**config.mk**
```make
export PLATFORM = sky130hd
export DESIGN_NAME = sd_route
export DESIGN_NICKNAME = d
export VERILOG_FILES = /design/src/rtl/sd_route_pkg.sv /design/src/rtl/sd_activity.sv /design/src/rtl/sd_route.sv
export SDC_FILE = /design/constraint.sdc
export NUM_CORES = 1
export LEC_CHECK = 0
export ABC_AREA = 1
export CAP_MARGIN = 20
export CORE_UTILIZATION = 49
export CTS_CLUSTER_SIZE = 40
export DETAILED_ROUTE_END_ITERATION = 10
export HOLD_SLACK_MARGIN = 0.02
export MAX_ROUTING_LAYER = met4
export PLACE_DENSITY = 0.72
export SETUP_SLACK_MARGIN = 0.5
export SLEW_MARGIN = 20
export SYNTH_ARGS = -nofsm -noshare
export SYNTH_HDL_FRONTEND = slang
export SYNTH_HIERARCHICAL = 1
export SYNTH_SLANG_ARGS = --single-unit
```
**constraint.sdc**
```tcl
create_clock -name clk_sys -period 3.2 [get_ports clk_sys]
set_clock_uncertainty 0.05 [all_clocks]
set_input_delay 0.64 -clock clk_sys [delete_from_list [all_inputs] [get_ports clk_sys]]
set_output_delay 0.64 -clock clk_sys [all_outputs]
set_load 0.01 [all_outputs]
```
**src/rtl/sd_route_pkg.sv**
```systemverilog
// Shared definitions for the SD card router: FSM encoding and route constants.
package sd_route_pkg;

    typedef enum logic [1:0] {
        StRun,
        StDrain,
        StCommit
    } route_state_e;

    localparam int unsigned RouteW  = 3;
    localparam int unsigned ActCntW = 24;

    localparam logic [RouteW-1:0] ROUTE_PHYS      = 3'd0;
    localparam logic [RouteW-1:0] ROUTE_SLOT_BASE = 3'd1;

endpackage

```
**src/rtl/sd_activity.sv**
```systemverilog
// SPI activity detector: stays active for TIMEOUT cycles after any toggle on mosi or miso.
module sd_activity
    import sd_route_pkg::*;
#(
    parameter int unsigned TIMEOUT = 1000000
) (
    input  logic clk_sys,
    input  logic reset,
    input  logic mosi,
    input  logic miso,
    input  logic force_idle,
    output logic act
);

    localparam logic [ActCntW-1:0] Limit = 24'(TIMEOUT);

    logic               mosi_q;
    logic               miso_q;
    logic [ActCntW-1:0] cnt_q;
    logic [ActCntW-1:0] cnt_d;
    logic               toggle;

    assign toggle = (mosi ^ mosi_q) | (miso ^ miso_q);
    assign act    = (cnt_q < Limit);

    always_comb begin
        cnt_d = cnt_q;
        if (force_idle) begin
            cnt_d = Limit;
        end else if (toggle) begin
            cnt_d = '0;
        end else if (cnt_q < Limit) begin
            cnt_d = cnt_q + 24'd1;
        end
    end

    always_ff @(posedge clk_sys or negedge reset) begin
        if (!reset) begin
            mosi_q <= 1'b0;
            miso_q <= 1'b0;
            cnt_q  <= Limit;
        end else begin
            mosi_q <= mosi;
            miso_q <= miso;
            cnt_q  <= cnt_d;
        end
    end

endmodule

```
**src/rtl/sd_route.sv**
```systemverilog
// Routes the core's SPI master to the physical SD card or one of NSLOT virtual card images,
// switching only after the bus has been idle (ss high) for GUARD consecutive cycles.
module sd_route
    import sd_route_pkg::*;
#(
    parameter int unsigned NSLOT   = 2,
    parameter int unsigned TIMEOUT = 1000000,
    parameter int unsigned GUARD   = 8
) (
    input  logic             clk_sys,
    input  logic             reset,
    input  logic [NSLOT-1:0] img_mounted,
    input  logic [NSLOT-1:0] img_size_nz,
    input  logic             sck,
    input  logic             ss,
    input  logic             mosi,
    output logic             miso,
    output logic [NSLOT-1:0] vsd_ss,
    input  logic [NSLOT-1:0] vsd_miso,
    output logic             SD_CS,
    output logic             SD_SCK,
    output logic             SD_MOSI,
    input  logic             SD_MISO,
    output logic [2:0]       sel,
    output logic             switching,
    output logic             act_phys,
    output logic             act_virt
);

    localparam logic [7:0] GuardLast = 8'(GUARD - 1);

    logic [NSLOT-1:0]  valid_q, valid_d;
    route_state_e      state_q, state_d;
    logic [RouteW-1:0] sel_q, sel_d;
    logic [7:0]        gcnt_q, gcnt_d;
    logic              act_phys_q, act_virt_q;
    logic [RouteW-1:0] target;
    logic              act;

    assign valid_d = (valid_q & ~img_mounted) | (img_size_nz & img_mounted);

    // Walk from the top so the lowest-index valid slot wins.
    always_comb begin
        target = ROUTE_PHYS;
        for (int i = int'(NSLOT) - 1; i >= 0; i--) begin
            if (valid_q[i]) begin
                target = ROUTE_SLOT_BASE + 3'(i);
            end
        end
    end

    always_comb begin
        state_d = state_q;
        sel_d   = sel_q;
        gcnt_d  = gcnt_q;
        case (state_q)
            StRun: begin
                gcnt_d = '0;
                if (target != sel_q) begin
                    state_d = StDrain;
                end
            end
            StDrain: begin
                if (target == sel_q) begin
                    state_d = StRun;
                    gcnt_d  = '0;
                end else if (!ss) begin
                    gcnt_d = '0;
                end else if (gcnt_q == GuardLast) begin
                    state_d = StCommit;
                    gcnt_d  = '0;
                end else begin
                    gcnt_d = gcnt_q + 8'd1;
                end
            end
            StCommit: begin
                sel_d   = target;
                state_d = StRun;
            end
            default: state_d = StRun;
        endcase
    end

    always_ff @(posedge clk_sys or negedge reset) begin
        if (!reset) begin
            valid_q    <= '0;
            state_q    <= StRun;
            sel_q      <= ROUTE_PHYS;
            gcnt_q     <= '0;
            act_phys_q <= 1'b0;
            act_virt_q <= 1'b0;
        end else begin
            valid_q    <= valid_d;
            state_q    <= state_d;
            sel_q      <= sel_d;
            gcnt_q     <= gcnt_d;
            act_phys_q <= act & (sel_q == ROUTE_PHYS);
            act_virt_q <= act & (sel_q != ROUTE_PHYS);
        end
    end

    // The commit cycle parks every card deselected so no half-routed transfer can start.
    always_comb begin
        SD_CS   = 1'b1;
        SD_SCK  = 1'b0;
        SD_MOSI = 1'b0;
        vsd_ss  = '1;
        miso    = SD_MISO;
        for (int i = 0; i < int'(NSLOT); i++) begin
            if (sel_q == ROUTE_SLOT_BASE + 3'(i)) begin
                miso = vsd_miso[i];
            end
        end
        if (state_q != StCommit) begin
            if (sel_q == ROUTE_PHYS) begin
                SD_CS   = ss;
                SD_SCK  = sck;
                SD_MOSI = mosi;
            end else begin
                for (int i = 0; i < int'(NSLOT); i++) begin
                    if (sel_q == ROUTE_SLOT_BASE + 3'(i)) begin
                        vsd_ss[i] = ss;
                    end
                end
            end
        end
    end

    sd_activity #(
        .TIMEOUT(TIMEOUT)
    ) u_activity (
        .clk_sys   (clk_sys),
        .reset     (reset),
        .mosi      (mosi),
        .miso      (miso),
        .force_idle(state_q == StCommit),
        .act       (act)
    );

    assign sel       = sel_q;
    assign switching = (state_q != StRun);
    assign act_phys  = act_phys_q;
    assign act_virt  = act_virt_q;

endmodule

```
==> results.cfg <==
[floorplanning]
num_io_pins = 24
core_sq_um = 5205
chipHeight_um = 76.27
die_w_um = 76.27
die_area_sq_um = 5816
rows = 26
start_util = 0.5192

[clocking]
cts_root_buf = clkbuf_8
clk_pin_slew_worst_paths_ns = 0.08
clk_path_buf_depth = 2
cts_made_buffers = 5
cts_tree = done
cts_max_level = 2
clock-sinks = 42
insertion_delay_ns = 0.29

[placed_design]
place_area_sq_um = 2955
port_buffers = 22
dp_slack_ns = 0.3613
hpwl_um = 4271
routabilityCongestion = 0.9162

[grt]
grt-ovfl-total = 0
grt_pass1_vias = 2516
grt_pass1_wl_um = 10980
grt_max_degree = 43
grt_use_total = 0.2377
antenna_found_initial = 0

[timing]
finalHoldViolCount = 0
tns_ns = 0
timing.final.crit_share = 0.7945
drv_slew = 0
fmax_mhz = 393.4
worst_pin_slew_ns = 0.9426
fin_crit_ns = 2.542
rsz0062_at_grt = false
setup_ws_ns = 0.6577
slew_headroom = 0.3716
final-setup-viol-count = 0

[route]
drt-initial-drc-count = 266
wirelength_um = 6056
vias = 2488
wl_per_cell_um = 12.56
antenna_left = 0
drc_errors = 0
via_per_inst = 5.162
drt_pass1_iterations = 4

[layout]
nets = 425
design_area_sq_um = 3077
fill_cells = 513
syn_to_final_growth_pct = 13.84
multi_input_area_sq_um = 1383
antennaDiodeCount = 0
final_cell_mix = 120 x nand2_1, 47 x inv_1, 46 x nand3_1
register_area_sq_um = 1061
drive_gt1_frac = 0.1044
final_core_util = 0.5911
layout_commonest_cell = nand2_1

[critical_path]
crit_path_end_kind = primary output
worstSetupStartpointType = flop
cp_max_fo = 14
arrival_ns = 1.85
worstSetupPathType = reg -> out
r2r_start = sel[1]$_DFFE_PN0P_
critPathLaunch = state_q[1]$_DFFE_PN0P_
r2r_slack_ns = 0.84
crit_required_ns = 2.51

[power]
p_leak_nw = 1.506
max-vdd-ir-drop_mv = 0.2746
power_density_nw_per_um2 = 355.3
p_total_w = 0.001093

[synthesis]
ys_types = 34
syn_avg_cell_area_sq_um = 6.948
syn_inst = 389
synthFlopType = dfrtp_1
synth_async_sr_flop_share = 1.000
ys_seq_area_frac = 0.3921
synth_edf_count = 0
ys_ff_latch = 42
synth.net_count = 403
syn-cell-area_sq_um = 2703
ys_warn_count = 6

[flow_run]
drv_cap = 0

[run_status]
outcome = finished clean

[hold_path]
min_path_type = in -> async
==> state kept, by name, summed over array words and instances, names as in the netlist, named ones only <==
name,cells
u_activity/cnt_q,24
gcnt_q,8
sel,2
state_q,2
act_phys,1
act_virt,1
u_activity/miso_q,1
u_activity/mosi_q,1
==> metal layers <==
layer	global-route usage	routed length, um	vias to the layer above
met3	0.04431	221	5
li1	-	-	1266
met2	0.4036	2986	59
met5	-	0	-
met1	0.2892	2805	1158
met4	0.06538	42	0
==> path summary, 6_finish.rpt <==
kind | endpoint | depth (start not counted)
min in group clk_sys | u_activity/cnt_q[20]$_DFFE_PN0P_ | 2
max in group asynchronous | state_q[1]$_DFFE_PN0P_ | 1
worst min-delay path | u_activity/cnt_q[13]$_DFFE_PN0P_ | 1
worst min register to register | u_activity/cnt_q[20]$_DFFE_PN0P_ | 2
worst max-delay path | SD_MOSI | 5
worst max register to register | u_activity/cnt_q[1]$_DFFE_PN0P_ | 12
==> cell usage after synthesis, drive strengths merged (2+ instances only) <==
cell type / number / area share
nor4: 3 / 0.0069
xor2: 2 / 0.0065
nand2: 127 / 0.19
buf: 9 / 0.023
dfrtp: 35 / 0.32
o21bai: 7 / 0.019
inv: 50 / 0.069
dfstp: 7 / 0.068
nand3: 48 / 0.093
clkinv: 2 / 0.0028
nand3b: 2 / 0.0056
nor3: 9 / 0.023
xnor2: 5 / 0.016
and2: 2 / 0.0046
ha: 2 / 0.0093
o21ai: 13 / 0.024
nor2: 50 / 0.082
a21oi: 5 / 0.011
nand4: 8 / 0.019
==> cells by family (layout without fill, tap and decap cells) <==
kind of cell	count (synthesis)	after routing	synth area share
simple gates	249	249	0.4199
buf+inv	62	85	0.09630
flops	42	42	0.3921
compound gates	25	25	0.05417
xor+xnor	7	7	0.02269
fa+ha+maj	2	2	0.009258
other cells	1	1	0.001388
mux	1	1	0.004166
==> per-stage QoR <==
stage	instances	hold WS, ns
floorplan	389	0.2944
global placement	473	0.4257
detailed placement	473	0.4420
CTS	482	0.4608
global route	482	0.4738
finish	482	0.4297
==> power breakdown <==
group	total [W]	internal (W)	switching (W)
registers	0.000555	0.000543	0.0000117
logic	0.000119	0.0000450	0.0000736
clock network	0.000420	0.000233	0.000187
total	0.00109	0.000821	0.000272
==> critical path: stages, from the launching register on <==
cell and delay (ns):
dfrtp_2 0.50, inv_1 0.16, nor2_4 0.05, buf_4 0.20, nor2_1 0.11, clkdlybuf4s50_1 0.53
==> timing repair <==
item | in CTS | in global routing
pin swaps | 1 | 0
buffers inserted | 1 | 0
gates resized for setup | 1 | 2
hold buffers | 0 | 0
endpoints found under the setup margin | 1 | 4
cloned | 0 | 0
==> cell type report <==
class / count / area share
Clock buffer: 6 / 0.02359
Multi-Input combinational cell: 285 / 0.4494
Sequential cell: 42 / 0.3449
Timing Repair Buffer: 25 / 0.07808
Tap cell: 70 / 0.02847
Clock inverter: 2 / 0.01220
Inverter: 52 / 0.06344
Note: power is estimated with default switching activity, not from simulation.
